### src/rtl/syn_sys_mem_arb_pkg.sv
// Shared types and sizing helpers for the sys_mem command-port arbiter.
// Latency: n/a (types only); backpressure: n/a.
package syn_sys_mem_arb_pkg;

    localparam int MAX_NUM_AGENTS = 8;

    typedef enum logic {
        IDLE  = 1'b0,
        GRANT = 1'b1
    } arb_state_t;

    // Agent index width, kept at least 1 so a single-agent build still has a tag bit.
    function automatic int agent_id_w(input int num_agents);
        return (num_agents > 1) ? $clog2(num_agents) : 1;
    endfunction

endpackage

### src/rtl/syn_sys_mem_tag_fifo.sv
// In-order tag FIFO holding the issuing agent of each outstanding read.
// Latency: 1 cycle push-to-visible; backpressure: push ignored while full, pop ignored while empty.
module syn_sys_mem_tag_fifo #(
    parameter int WIDTH = 1,
    parameter int DEPTH = 8
) (
    input  logic             clk,
    input  logic             rst_n,
    input  logic             push,
    input  logic             pop,
    input  logic [WIDTH-1:0] din,
    output logic [WIDTH-1:0] dout,
    output logic             full,
    output logic             empty
);

    localparam int PTR_W = $clog2(DEPTH);
    localparam int CNT_W = PTR_W + 1;

    logic [WIDTH-1:0] mem [DEPTH];
    logic [PTR_W-1:0] wr_ptr;
    logic [PTR_W-1:0] rd_ptr;
    logic [CNT_W-1:0] cnt;
    logic [CNT_W-1:0] cnt_nxt;
    logic             do_push;
    logic             do_pop;

    // Flags are registered, so a pop never makes room for a push in the same cycle.
    assign do_push = push & ~full;
    assign do_pop  = pop & ~empty;
    assign cnt_nxt = cnt + CNT_W'(do_push) - CNT_W'(do_pop);
    assign dout    = mem[rd_ptr];

    always_ff @(posedge clk) begin
        if (do_push) begin
            mem[wr_ptr] <= din;
        end
    end

    always_ff @(posedge clk) begin
        if (!rst_n) begin
            wr_ptr <= '0;
            rd_ptr <= '0;
            cnt    <= '0;
            full   <= 1'b0;
            empty  <= 1'b1;
        end else begin
            if (do_push) begin
                wr_ptr <= wr_ptr + PTR_W'(1);
            end
            if (do_pop) begin
                rd_ptr <= rd_ptr + PTR_W'(1);
            end
            cnt   <= cnt_nxt;
            full  <= (cnt_nxt == CNT_W'(DEPTH));
            empty <= (cnt_nxt == '0);
        end
    end

endmodule

### src/rtl/syn_sys_mem_arb.sv
// Round-robin arbiter sharing the sys_mem controller command port; read data is steered back by tag.
// Latency: 1-cycle grant from IDLE, then 1 cmd/cycle; backpressure: cntrlr_wait and a full tag FIFO stall the owner.
module syn_sys_mem_arb
    import syn_sys_mem_arb_pkg::*;
#(
    parameter int NUM_AGENTS    = 2,
    parameter int DATA_W        = 32,
    parameter int ADDR_W        = 27,
    parameter int MAX_BURST     = 16,
    parameter int RD_OSTD_DEPTH = 8
) (
    input  logic                         clk,
    input  logic                         rst_n,
    input  logic [NUM_AGENTS-1:0]        agent_wren,
    input  logic [NUM_AGENTS-1:0]        agent_rden,
    input  logic [NUM_AGENTS*ADDR_W-1:0] agent_addr,
    input  logic [NUM_AGENTS*DATA_W-1:0] agent_wdata,
    output logic [NUM_AGENTS-1:0]        agent_wait,
    output logic [NUM_AGENTS-1:0]        agent_rd_valid,
    output logic [DATA_W-1:0]            agent_rdata,
    input  logic                         cntrlr_wait,
    output logic                         cntrlr_wren,
    output logic                         cntrlr_rden,
    output logic [ADDR_W-1:0]            cntrlr_addr,
    output logic [DATA_W-1:0]            cntrlr_wdata,
    input  logic                         cntrlr_rd_valid,
    input  logic [DATA_W-1:0]            cntrlr_rdata,
    output logic                         rd_underflow_err
);

    localparam int ID_W = agent_id_w(NUM_AGENTS);
    localparam int BC_W = $clog2(MAX_BURST + 1);
    localparam logic [BC_W-1:0] BURST_LAST = BC_W'(MAX_BURST - 1);

    arb_state_t      state;
    arb_state_t      state_nxt;
    logic [ID_W-1:0] owner;
    logic [ID_W-1:0] owner_nxt;
    logic [ID_W-1:0] last_owner;
    logic [ID_W-1:0] rr_pick;
    logic [BC_W-1:0] burst_cnt;
    logic            accept;

    logic [NUM_AGENTS-1:0] req;
    logic [NUM_AGENTS-1:0] req_rot;
    logic [ADDR_W-1:0]     addr_arr  [NUM_AGENTS];
    logic [DATA_W-1:0]     wdata_arr [NUM_AGENTS];

    logic            tag_push;
    logic            tag_pop;
    logic            tag_full;
    logic            tag_empty;
    logic [ID_W-1:0] tag_dout;

    assign req = agent_wren | agent_rden;

    always_comb begin
        for (int i = 0; i < NUM_AGENTS; i++) begin
            addr_arr[i]  = agent_addr[i*ADDR_W +: ADDR_W];
            wdata_arr[i] = agent_wdata[i*DATA_W +: DATA_W];
        end
    end

    // Rotate requests so bit 0 is the agent after last_owner; lowest set bit wins.
    assign req_rot = NUM_AGENTS'({req, req} >> (last_owner + ID_W'(1)));

    always_comb begin
        rr_pick = '0;
        for (int i = NUM_AGENTS - 1; i >= 0; i--) begin
            if (req_rot[i]) begin
                rr_pick = ID_W'((int'(last_owner) + 1 + i) % NUM_AGENTS);
            end
        end
    end

    always_comb begin
        state_nxt    = state;
        owner_nxt    = owner;
        cntrlr_wren  = 1'b0;
        cntrlr_rden  = 1'b0;
        cntrlr_addr  = '0;
        cntrlr_wdata = '0;
        agent_wait   = '1;
        accept       = 1'b0;
        case (state)
            IDLE: begin
                if (|req) begin
                    state_nxt = GRANT;
                    owner_nxt = rr_pick;
                end
            end
            GRANT: begin
                cntrlr_wren  = agent_wren[owner];
                cntrlr_rden  = agent_rden[owner] & ~tag_full;
                cntrlr_addr  = addr_arr[owner];
                cntrlr_wdata = wdata_arr[owner];
                accept       = (cntrlr_wren | cntrlr_rden) & ~cntrlr_wait;
                agent_wait[owner] = ~accept;
                // A stalled command keeps req[owner] high, so the grant is held.
                if ((accept && (burst_cnt == BURST_LAST)) || !req[owner]) begin
                    state_nxt = IDLE;
                end
            end
            default: state_nxt = IDLE;
        endcase
    end

    always_ff @(posedge clk) begin
        if (!rst_n) begin
            state            <= IDLE;
            owner            <= '0;
            last_owner       <= ID_W'(NUM_AGENTS - 1);
            burst_cnt        <= '0;
            rd_underflow_err <= 1'b0;
        end else begin
            state <= state_nxt;
            owner <= owner_nxt;
            if (state == IDLE) begin
                burst_cnt <= '0;
            end else if (accept) begin
                burst_cnt <= burst_cnt + BC_W'(1);
            end
            if ((state == GRANT) && (state_nxt == IDLE)) begin
                last_owner <= owner;
            end
            if (cntrlr_rd_valid && tag_empty) begin
                rd_underflow_err <= 1'b1;
            end
        end
    end

    assign tag_push = cntrlr_rden & ~cntrlr_wait;
    assign tag_pop  = cntrlr_rd_valid & ~tag_empty;

    syn_sys_mem_tag_fifo #(
        .WIDTH (ID_W),
        .DEPTH (RD_OSTD_DEPTH)
    ) u_tag_fifo (
        .clk   (clk),
        .rst_n (rst_n),
        .push  (tag_push),
        .pop   (tag_pop),
        .din   (owner),
        .dout  (tag_dout),
        .full  (tag_full),
        .empty (tag_empty)
    );

    always_comb begin
        agent_rd_valid = '0;
        if (tag_pop) begin
            agent_rd_valid[tag_dout] = 1'b1;
        end
    end

    assign agent_rdata = cntrlr_rdata;

endmodule

### config.mk
export PLATFORM = sky130hd
export DESIGN_NAME = syn_sys_mem_arb
export DESIGN_NICKNAME = d
export VERILOG_FILES = /design/src/rtl/syn_sys_mem_arb_pkg.sv /design/src/rtl/syn_sys_mem_tag_fifo.sv /design/src/rtl/syn_sys_mem_arb.sv
export SDC_FILE = /design/constraint.sdc
export NUM_CORES = 1
export LEC_CHECK = 0
export ABC_AREA = 1
export CORE_ASPECT_RATIO = 1.4
export CORE_MARGIN = 5
export CORE_UTILIZATION = 28
export CTS_CLUSTER_DIAMETER = 120
export DETAILED_ROUTE_END_ITERATION = 8
export GPL_ROUTABILITY_DRIVEN = 0
export PLACE_DENSITY = 0.76
export SLEW_MARGIN = 30
export SYNTH_ARGS = -nofsm -noshare
export SYNTH_HDL_FRONTEND = slang
export SYNTH_HIERARCHICAL = 1
export SYNTH_SLANG_ARGS = --single-unit
### constraint.sdc
create_clock -name clk -period 4 [get_ports clk]
set_clock_uncertainty 0.15 [all_clocks]
set_input_delay 0.8 -clock clk [delete_from_list [all_inputs] [get_ports clk]]
set_output_delay 0.8 -clock clk [all_outputs]
set_load 0.01 [all_outputs]
# Yosys cells after proc, flatten, opt, wreduce, memory -nomap -nowiden
# Memories as Yosys holds them, arrays and structs flattened. A register that Yosys moved wholly into a read port is not among the register bits.
# Index checks and enable logic that the tools add are counted.
[word_totals]
ff_bits = 21
memories = 1
ramBits = 8
[classes]
n_lt_le_gt_ge = 5
bitwise = 17
muxes = 32
n_eq_ne = 2
reduce_logical = 11
n_shift = 1
add_sub_neg = 8
[memory_table]
columns = ["name", "words", "word_bits", "rd", "rd_ports_with_merged_regs", "wr", "line", "source"]
rows = [
  ["u_tag_fifo.mem", 8, 1, 1, 1, 1, "syn_sys_mem_tag_fifo.sv:20", "logic [WIDTH-1:0] mem [DEPTH];"],
]
[op_table]
columns = ["operator", "count"]
rows = [
  ["32-bit two-way mux", 4],
  ["27-bit two-way mux", 4],
  ["1-bit two-way mux", 17],
  ["3-bit by 1-bit adder with 3-bit output (second input constant)", 2],
  ["1-bit AND", 6],
  ["3-bit two-way mux", 2],
  ["1-bit inverter", 6],
  ["5-bit by 1-bit adder with 5-bit output (second input constant)", 1],
  ["5-bit by 4-bit == test with 1-bit output (second input constant)", 1],
  ["1-bit logical AND", 5],
  ["4-bit by 1-bit adder with 4-bit output", 1],
  ["4-bit == test (second input constant)", 1],
  ["4-bit logical NOT", 1],
  ["1-bit by 2-bit less-than comparator with 1-bit output (second input constant)", 2],
  ["2-bit two-way mux", 2],
  ["2-bit bitwise OR", 2],
  ["2-bit AND reduction", 2],
  ["4-bit by 1-bit right shift with 2-bit output", 1],
  ["4-bit by 1-bit subtractor with 4-bit output", 1],
  ["1-bit adder (second input constant)", 3],
  ["1-bit demux with 1-bit select", 2],
  ["1-bit >= comparator (second input constant)", 2],
  ["2-bit >= comparator (second input constant)", 1],
  ["1-bit inverter with 2-bit output", 1],
  ["other kinds (6)", 6],
]

# Depth between registers and ports, before layout
# Gate-level depths: netlist of run 1.
[depth]
word_depth = 11
ltp_mapped = 15
depth_no_buf = 15

# By module
# Netlist of run 1, hierarchy kept.
[by_module_without_submodules]
columns = ["module", "cells_per_inst", "area_per_inst_um2", "seq_area_each_um2", "instances"]
rows = [
  ["syn_sys_mem_arb", 310, 1639.1, 180.2, 1],
  ["syn_sys_mem_tag_fifo", 120, 1019.7, 540.5, 1],
]

# Least setup slack after synthesis of run 1
# OpenSTA, ideal clock, no wires.
[synth_timing]
path_kind = "input -> register"
start = "in agent_rden[1]"
end = "reg u_tag_fifo.empty"
slack_ns = 1.357
path_stages = 12
required_time_ns = 3.780
arrival_ns = 2.423
path_cell_list = "inv_1 -> nand2_4 -> nand3_4 -> nor3_1 -> nand2_2 -> nand2_1 -> nand2_1 -> ha_1 -> fa_1 -> xnor2_1 -> nand2_1 -> o21bai_1"
[synth_between]
elab_chain_cells = 9
[synth_lines]
columns = ["element", "line", "source"]
rows = [
  ["from (decl)", "syn_sys_mem_arb.sv:15", "input logic [NUM_AGENTS-1:0] agent_rden,"],
  ["1-bit two-way mux (implied by the code) (2 in a row)", "syn_sys_mem_arb.sv:94", "cntrlr_rden = agent_rden[owner] & ~tag_full;"],
  ["1-bit AND", "syn_sys_mem_arb.sv:94", ""],
  ["1-bit two-way mux", "syn_sys_mem_arb.sv:85", "case (state)"],
  ["1-bit AND", "syn_sys_mem_arb.sv:132", "assign tag_push = cntrlr_rden & ~cntrlr_wait;"],
  ["via tag_push", "syn_sys_mem_arb.sv:49", "logic tag_push;"],
  ["1-bit AND", "syn_sys_mem_tag_fifo.sv:29", "assign do_push = push & ~full;"],
  ["4-bit by 1-bit adder with 4-bit output", "syn_sys_mem_tag_fifo.sv:31", "assign cnt_nxt = cnt + CNT_W'(do_push) - CNT_W'(do_pop);"],
  ["4-bit by 1-bit subtractor with 4-bit output", "syn_sys_mem_tag_fifo.sv:31", ""],
  ["4-bit logical NOT", "syn_sys_mem_tag_fifo.sv:56", "empty <= (cnt_nxt == '0);"],
  ["to (signal assigned)", "syn_sys_mem_tag_fifo.sv:56", ""],
  ["to (decl)", "syn_sys_mem_tag_fifo.sv:14", "output logic empty"],
]
# The timed path passes the listed nets, and every way through them passes these cells. The select of a mux whose other input is x is not followed.
# A chain may end at the register's enable or synchronous reset.

# Worst setup path in the final report of run 1
[layout_timing]
start = "in agent_rden[0]"
end = "out agent_wait[1]"
[layout_between]
elab_chain_cells = 8
[layout_lines]
columns = ["element", "line", "source"]
rows = [
  ["1-bit two-way mux (implied by the code) (2 in a row)", "syn_sys_mem_arb.sv:94", ""],
  ["1-bit AND", "syn_sys_mem_arb.sv:94", ""],
  ["1-bit bitwise OR", "syn_sys_mem_arb.sv:97", "accept = (cntrlr_wren | cntrlr_rden) & ~cntrlr_wait;"],
  ["1-bit AND", "syn_sys_mem_arb.sv:97", ""],
  ["1-bit inverter", "syn_sys_mem_arb.sv:98", "agent_wait[owner] = ~accept;"],
  ["2-bit bitwise OR (no source line)", "-", ""],
  ["2-bit two-way mux", "syn_sys_mem_arb.sv:85", ""],
  ["to (decl)", "syn_sys_mem_arb.sv:18", "output logic [NUM_AGENTS-1:0] agent_wait,"],
]
# No other way between the ends. The select of a mux whose other input is x is not followed.

==> results of run 1 <==
cell type report:
type | count | area (um2) | share of cell area
clock buffer | 6 | 139 | 0.0303
inverter | 35 | 134 | 0.0293
tap | 110 | 138 | 0.0301
clock inverter | 2 | 33.8 | 0.00738
sequential | 32 | 723 | 0.158
timing repair buffer | 194 | 1930 | 0.423
multi-input combinational | 311 | 1480 | 0.322
sequential cells by signal, indices dropped and copies added (netlist names), named ones only:
signal             cells
u_tag_fifo/mem         8
burst_cnt              5
u_tag_fifo/cnt         4
u_tag_fifo/rd_ptr      3
u_tag_fifo/wr_ptr      3
last_owner             1
owner                  1
rd_underflow_err       1
state                  1
u_tag_fifo/empty       1
u_tag_fifo/full        1
report_power, final:
group          switching [mW]  internal, mW  total (mW)
clock                   0.138         0.308       0.446
sequential             0.0350         0.370       0.405
combinational           0.300         0.317       0.617
total                   0.473         0.995        1.47
how the worst max path moves through the flow:
stage                   from                          end  slack (ns)
4_1_cts        agent_wren[1]                agent_wait[1]        0.64
5_1_grt        agent_wren[1]                agent_wait[1]        0.54
3_5_place_dp   agent_rden[0]                agent_wait[1]        0.64
2_1_floorplan  agent_rden[1]  u_tag_fifo/empty$_SDFF_PN1_        1.36
6_report       agent_rden[0]                agent_wait[1]        0.63
3_3_place_gp   agent_wren[1]                agent_wait[1]        0.69
per-stage QoR:
step / utilization / cell area [um2]
after global placement: 0.471 / 4400
after floorplan: - / 2660
after global routing: 0.489 / 4580
after CTS: 0.489 / 4580
after detailed placement: 0.471 / 4400
final: 0.489 / 4580
placed cells by master, fill, tap and decap left out, drive strengths merged:
master / count
fa: 1
o21bai: 1
dfxtp: 24
inv: 35
ha: 7
xnor2: 1
nor2: 149
nand3: 11
clkbuf: 6
clkinv: 1
nor3b: 1
edfxtp: 8
xor2: 2
nor3: 2
o21ai: 71
clkdlybuf4s50: 191
bufinv: 1
a21oi: 16
nand2: 49
buf: 3
worst min-delay path, cell delays in order (launching register included):
cell,delay (ns)
dfxtp_1,0.29
inv_1,0.07
a21oi_1,0.07
per-layer routing:
layer	vias up	global-route usage	wire, um
met3	29	0.0691	1350
met5	-	0	0
met1	1406	0.211	4130
li1	1624	-	-
met2	167	0.303	5220
met4	0	0.0656	244
cells by family (layout without fill, tap and decap cells):
kind of cell,Yosys count,count (layout),share of synthesized area
compound gates,88,88,0.175
xor+xnor,3,3,0.00988
buf+inv,87,237,0.174
flops,32,32,0.271
simple gates,212,212,0.329
fa+ha+maj,8,8,0.0405
cell usage after synthesis (all sizes together) (2+ instances only):
cell type	n
nor3	2
ha	7
dfxtp	24
nand3	11
inv	35
edfxtp	8
a21oi	16
clkbuf	16
nor2	149
o21ai	71
buf	36
xor2	2
nand2	49
==> run_results.csv, run 1 <==
group,metric,value,unit
worst_setup_path,r2r_start,"state$_SDFF_PN0_",
worst_setup_path,max_stage_delay,0.51,ns
sta,fin_ws,0.630,ns
synthesis,ys.flop_type,"dfxtp_1",
worst_setup_path,cp.arrival,2.42,ns
power,power_leakage,1.90,nW
die,die_h,125,um
sta,fin_setup_tns,0,ns
worst_setup_path,worst_r2r_path_depth,10,
synthesis,synth-edff-count,8,
placed_design,dp_cells,682,
clocking,cts_tree,"built",
cells_and_area,syn2layout_area_growth,72.1,%
min_path,min-delay-start,"burst_cnt[4]$_SDFFE_PN0P_",
placed_design,portBuffers,191,
clocking,clock-sinks,32,
drt,drtIter0Drc,171,
global_routing,grt_usage,0.182,
clocking,cts_buffers,5,
synthesis,async_flop_share,0,
worst_setup_path,path_cells,"clkdlybuf4s50_1 -> inv_1 -> nand2_2 -> nand3_4 -> nand2_4 -> nand3_4 -> inv_4 -> nand2_1 -> clkdlybuf4s50_1",
clocking,clk_latency,0.28,ns
worst_setup_path,required,3.05,ns
die,io_pins,256,
synthesis,synth_warnings,6,
die,die_x,92.4,um
power,power,1.47,mW
drt,first_pass_iters,5,
power,powerDensity,321,mW/mm2
global_routing,grt-ovfl-total,0,
sta,tightest_slew,0.611,ns
placed_design,pre_cts_ws,0.641,ns
worst_setup_path,r2r_setup_slack,1.24,ns
synthesis,synth_top_area_frac,0.209,
drt,dr_total_vias,3226,
placed_design,dp_hpwl,9140,um
worst_setup_path,timing.rr.end,"u_tag_fifo/empty$_SDFF_PN1_",
synthesis,seq_area_frac_synth,0.271,
worst_setup_path,setup.worst_path.start_class,"input pin",
global_routing,first_global_vias,3204,
worst_setup_path,crit_path_top_delay_cell,"clkdlybuf4s50_1",
worst_setup_path,crit_buf_inv,4,
synthesis,syn_avg_cell_area,6.18,um2
cells_and_area,layout-drive-gt1-share,0.0552,
global_routing,grt_pass1_wl,16500,um
synthesis,synth_area,0.00266,mm2
power,ir_drop,0.210,mV
synthesis,synth_cell_types,29,
clocking,cts_max_path_buffers,2,
clocking,clk_pin_slew,0.05,ns
drt,final_antenna_net_count,0,
cells_and_area,instances_no_fill,690,
job,cap_violations,0,
drt,route.detailed.drc,0,
sta,setup_viol,0,
sta,whs,0.322,ns
worst_setup_path,worstSetupPathType,"in2out",
cells_and_area,n_fill_cell,945,
sta,final.min_clock_period,3.37,ns
sta,finalHoldViolations,0,
global_routing,grt_max_degree,74,
clocking,htreeDepth,2,
cells_and_area,n_antenna_cell,0,
synthesis,syn_nets,596,
sta,fmax,297,MHz
clocking,cts_setup_buffers,0,
die,dieArea,0.0116,mm2
synthesis,synth_cells,430,
sta,slew_headroom,0.592,
worst_setup_path,path_max_fanout,6,
cells_and_area,nNetsFinal,745,
synthesis,ys_top_cells_by_area,"nor2_1, dfxtp_1, o21ai_0, buf_4, edfxtp_1",
worst_setup_path,worst-path-stages,9,
worst_setup_path,cp_top_family,"buffers and inverters",
sta,final_max_slew_viol_count,0,
synthesis,ys_ff_latch,32,
global_routing,antenna_found_initial,0,
drt,via_per_inst,4.68,
min_path,hold_path_depth,2,
outcome,run_status,"finished, final reports clean",
clocking,hold_buffers,0,
worst_setup_path,end_kind,"output port",
clocking,cts-resized-gates,0,
sta,rsz0062_at_grt,"false",
die,core-area,0.00935,mm2
drt,wl_per_cell,15.9,um
synthesis,synth_top_area_cell,"nor2_1",
min_path,hold_path.class,"reg2reg",
drt,routed_wl,11000,um
die,initial_utilization,0.284,
min_path,hold_end,"burst_cnt[4]$_SDFFE_PN0P_",
sta,fin_crit_sh,0.842,
clocking,cts.root.buffer_cell,"clkbuf_16",
die,rows,42,
Power figures use the tool's default switching activity.
==> run 2, diff against run 1 <==
==> constraint.sdc (replaced) <==
create_clock -name clk -period 3.15 [get_ports clk]
set_clock_uncertainty 0.15 [all_clocks]
set_input_delay 0.63 -clock clk [delete_from_list [all_inputs] [get_ports clk]]
set_output_delay 0.63 -clock clk [all_outputs]
set_load 0.01 [all_outputs]
==> run_results.csv, run 2 (synthesized netlist as in run 1, its figures left out) <==
group,metric,value,unit
cells_and_area,layout-drive-gt1-share,0.0615,
cells_and_area,top_regs,"u_tag_fifo/mem: 8 flops, burst_cnt: 5 flops, u_tag_fifo/cnt: 4 flops",
worst_setup_path,setup.worst_path.start_class,"input pin",
worst_setup_path,timing.rr.end,"u_tag_fifo/empty$_SDFF_PN1_",
worst_setup_path,path_cells,"clkdlybuf4s50_1 -> inv_1 -> nand2_2 -> nand3_4 -> nand2_4 -> nand3_4 -> inv_4 -> nand2_1 -> clkdlybuf4s50_1",
worst_setup_path,r2r_setup_slack,0.47,ns
drt,via_per_inst,4.72,
sta,finalHoldViolations,0,
sta,slew_headroom,0.691,
drt,wl_per_cell,15.6,um
clocking,cts.root.buffer_cell,"clkbuf_16",
worst_setup_path,cp_top_family,"buffers and inverters",
drt,drtIter0Drc,161,
worst_setup_path,crit_path_top_delay_cell,"clkdlybuf4s50_1",
worst_setup_path,max_stage_delay,0.50,ns
cells_and_area,finalInstanceArea,0.00458,mm2
sta,fin_ws,0.191,ns
worst_setup_path,crit_buf_inv,4,
die,die_h,125,um
placed_design,pre_cts_ws,0.0183,ns
cells_and_area,nNetsFinal,750,
clocking,cts_buffers,5,
cells_and_area,final_common_cell,"clkdlybuf4s50_1",
clocking,clock-sinks,32,
power,power,1.76,mW
power,power_leakage,1.90,nW
clocking,hold_buffers,0,
placed_design,dp_hpwl,9250,um
power,powerDensity,384,mW/mm2
sta,fmax,338,MHz
clocking,cts_tree,"built",
sta,final_max_slew_viol_count,0,
clocking,htreeDepth,2,
global_routing,grt-ovfl-total,0,
drt,dr_total_vias,3278,
die,die_x,92.4,um
global_routing,antenna_found_initial,0,
placed_design,place_area,0.00444,mm2
worst_setup_path,path_max_fanout,6,
cells_and_area,final_cell_mix,"clkdlybuf4s50_1, nor2_1, o21ai_0, nand2_1, inv_1",
die,dieArea,0.0116,mm2
global_routing,grt_pass1_wl,16500,um
clocking,clk_latency,0.28,ns
power,ir_drop,0.212,mV
global_routing,first_global_vias,3237,
clocking,cts_max_path_buffers,2,
drt,routed_wl,10800,um
worst_setup_path,worst-path-stages,9,
outcome,run_status,"finished, final reports clean",
worst_setup_path,worst_r2r_path_depth,13,
drt,final_antenna_net_count,0,
sta,fin_setup_tns,0,ns
worst_setup_path,worstSetupEndpoint,"agent_wait[0]",
job,cap_violations,0,
die,initial_utilization,0.284,
global_routing,grt_usage,0.182,
worst_setup_path,startpoint,"agent_rden[0]",
worst_setup_path,worstSetupPathType,"in2out",
cells_and_area,largest_register,"u_tag_fifo/mem",
worst_setup_path,r2r_start,"owner$_SDFFE_PN0P_",
sta,tightest_slew,0.463,ns
die,rows,42,
global_routing,grt_max_degree,33,
sta,rsz0062_at_grt,"false",
drt,route.detailed.drc,0,
min_path,hold_path.class,"reg2reg",
sta,setup_viol,0,
worst_setup_path,end_kind,"output port",
sta,fin_crit_sh,0.939,
worst_setup_path,cp.arrival,2.18,ns
clocking,clk_pin_slew,0.05,ns
cells_and_area,syn2layout_area_growth,72.4,%
drt,first_pass_iters,4,
cells_and_area,n_antenna_cell,0,
sta,final.min_clock_period,2.96,ns
worst_setup_path,required,2.37,ns
die,io_pins,256,
cells_and_area,largest_reg_flops,8,
placed_design,portBuffers,191,
die,core-area,0.00935,mm2
-- run 2: worst min-delay path by stage --
stage | from | slack, ns | endpoint | cells after the start
6_report | last_owner$_SDFFE_PN1P_ | 0.32 | last_owner$_SDFFE_PN1P_ | 2
4_1_cts | burst_cnt[2]$_SDFFE_PN0P_ | 0.32 | burst_cnt[2]$_SDFFE_PN0P_ | 2
2_1_floorplan | last_owner$_SDFFE_PN1P_ | 0.27 | last_owner$_SDFFE_PN1P_ | 2
5_1_grt | burst_cnt[2]$_SDFFE_PN0P_ | 0.35 | burst_cnt[2]$_SDFFE_PN0P_ | 2
3_5_place_dp | last_owner$_SDFFE_PN1P_ | 0.31 | last_owner$_SDFFE_PN1P_ | 2
3_3_place_gp | last_owner$_SDFFE_PN1P_ | 0.30 | last_owner$_SDFFE_PN1P_ | 2
-- run 2: worst reg2reg max path: stages, from the launching register on --
cell and delay (ns):
dfxtp_2 0.48, inv_2 0.20, nand2_2 0.13, nand3_4 0.08, nor3_1 0.18, nand2_2 0.12, inv_1 0.12, nand2_1 0.07
nand2_1 0.07, ha_1 0.19, fa_1 0.46, nor2_1 0.13, nand2_1 0.09, o21bai_1 0.14
-- run 2: what timing repair did --
item                       CTS  global route
gates resized for setup      0             1
setup endpoints to repair    0            12
buffers inserted             0             0
-- run 2: per-layer routing --
layer  GRT usage  vias to the layer above  wire [um]
li1            -                     1628          -
met1       0.208                     1465       4060
met2       0.305                      157       5150
met3      0.0709                       28       1350
met4      0.0665                        0        280
met5           0                        -          0
-- run 2: power by group --
| part | leakage (nW) | internal, mW | switching, mW | total, mW |
|---|---|---|---|---|
| clock | 0.0679 | 0.291 | 0.166 | 0.458 |
| sequential | 0.270 | 0.470 | 0.0461 | 0.516 |
| combinational | 1.57 | 0.411 | 0.375 | 0.786 |
-- run 2: final cells by class --
type	instances	area [um2]
Fill cell	912	4770
Timing Repair Buffer	199	1980
Multi-Input combinational cell	311	1480
Sequential cell	32	723
Tap cell	110	138
Inverter	35	134
Clock buffer	7	133
Clock inverter	1	5.00
-- run 2: per-stage QoR --
stage / instances / utilization / hold slack, ns
after floorplan: 430 / - / 0.272
final: 695 / 0.490 / 0.315
after global placement: 687 / 0.475 / 0.299
after detailed placement: 687 / 0.475 / 0.310
after global routing: 695 / 0.490 / 0.348
after CTS: 695 / 0.490 / 0.321
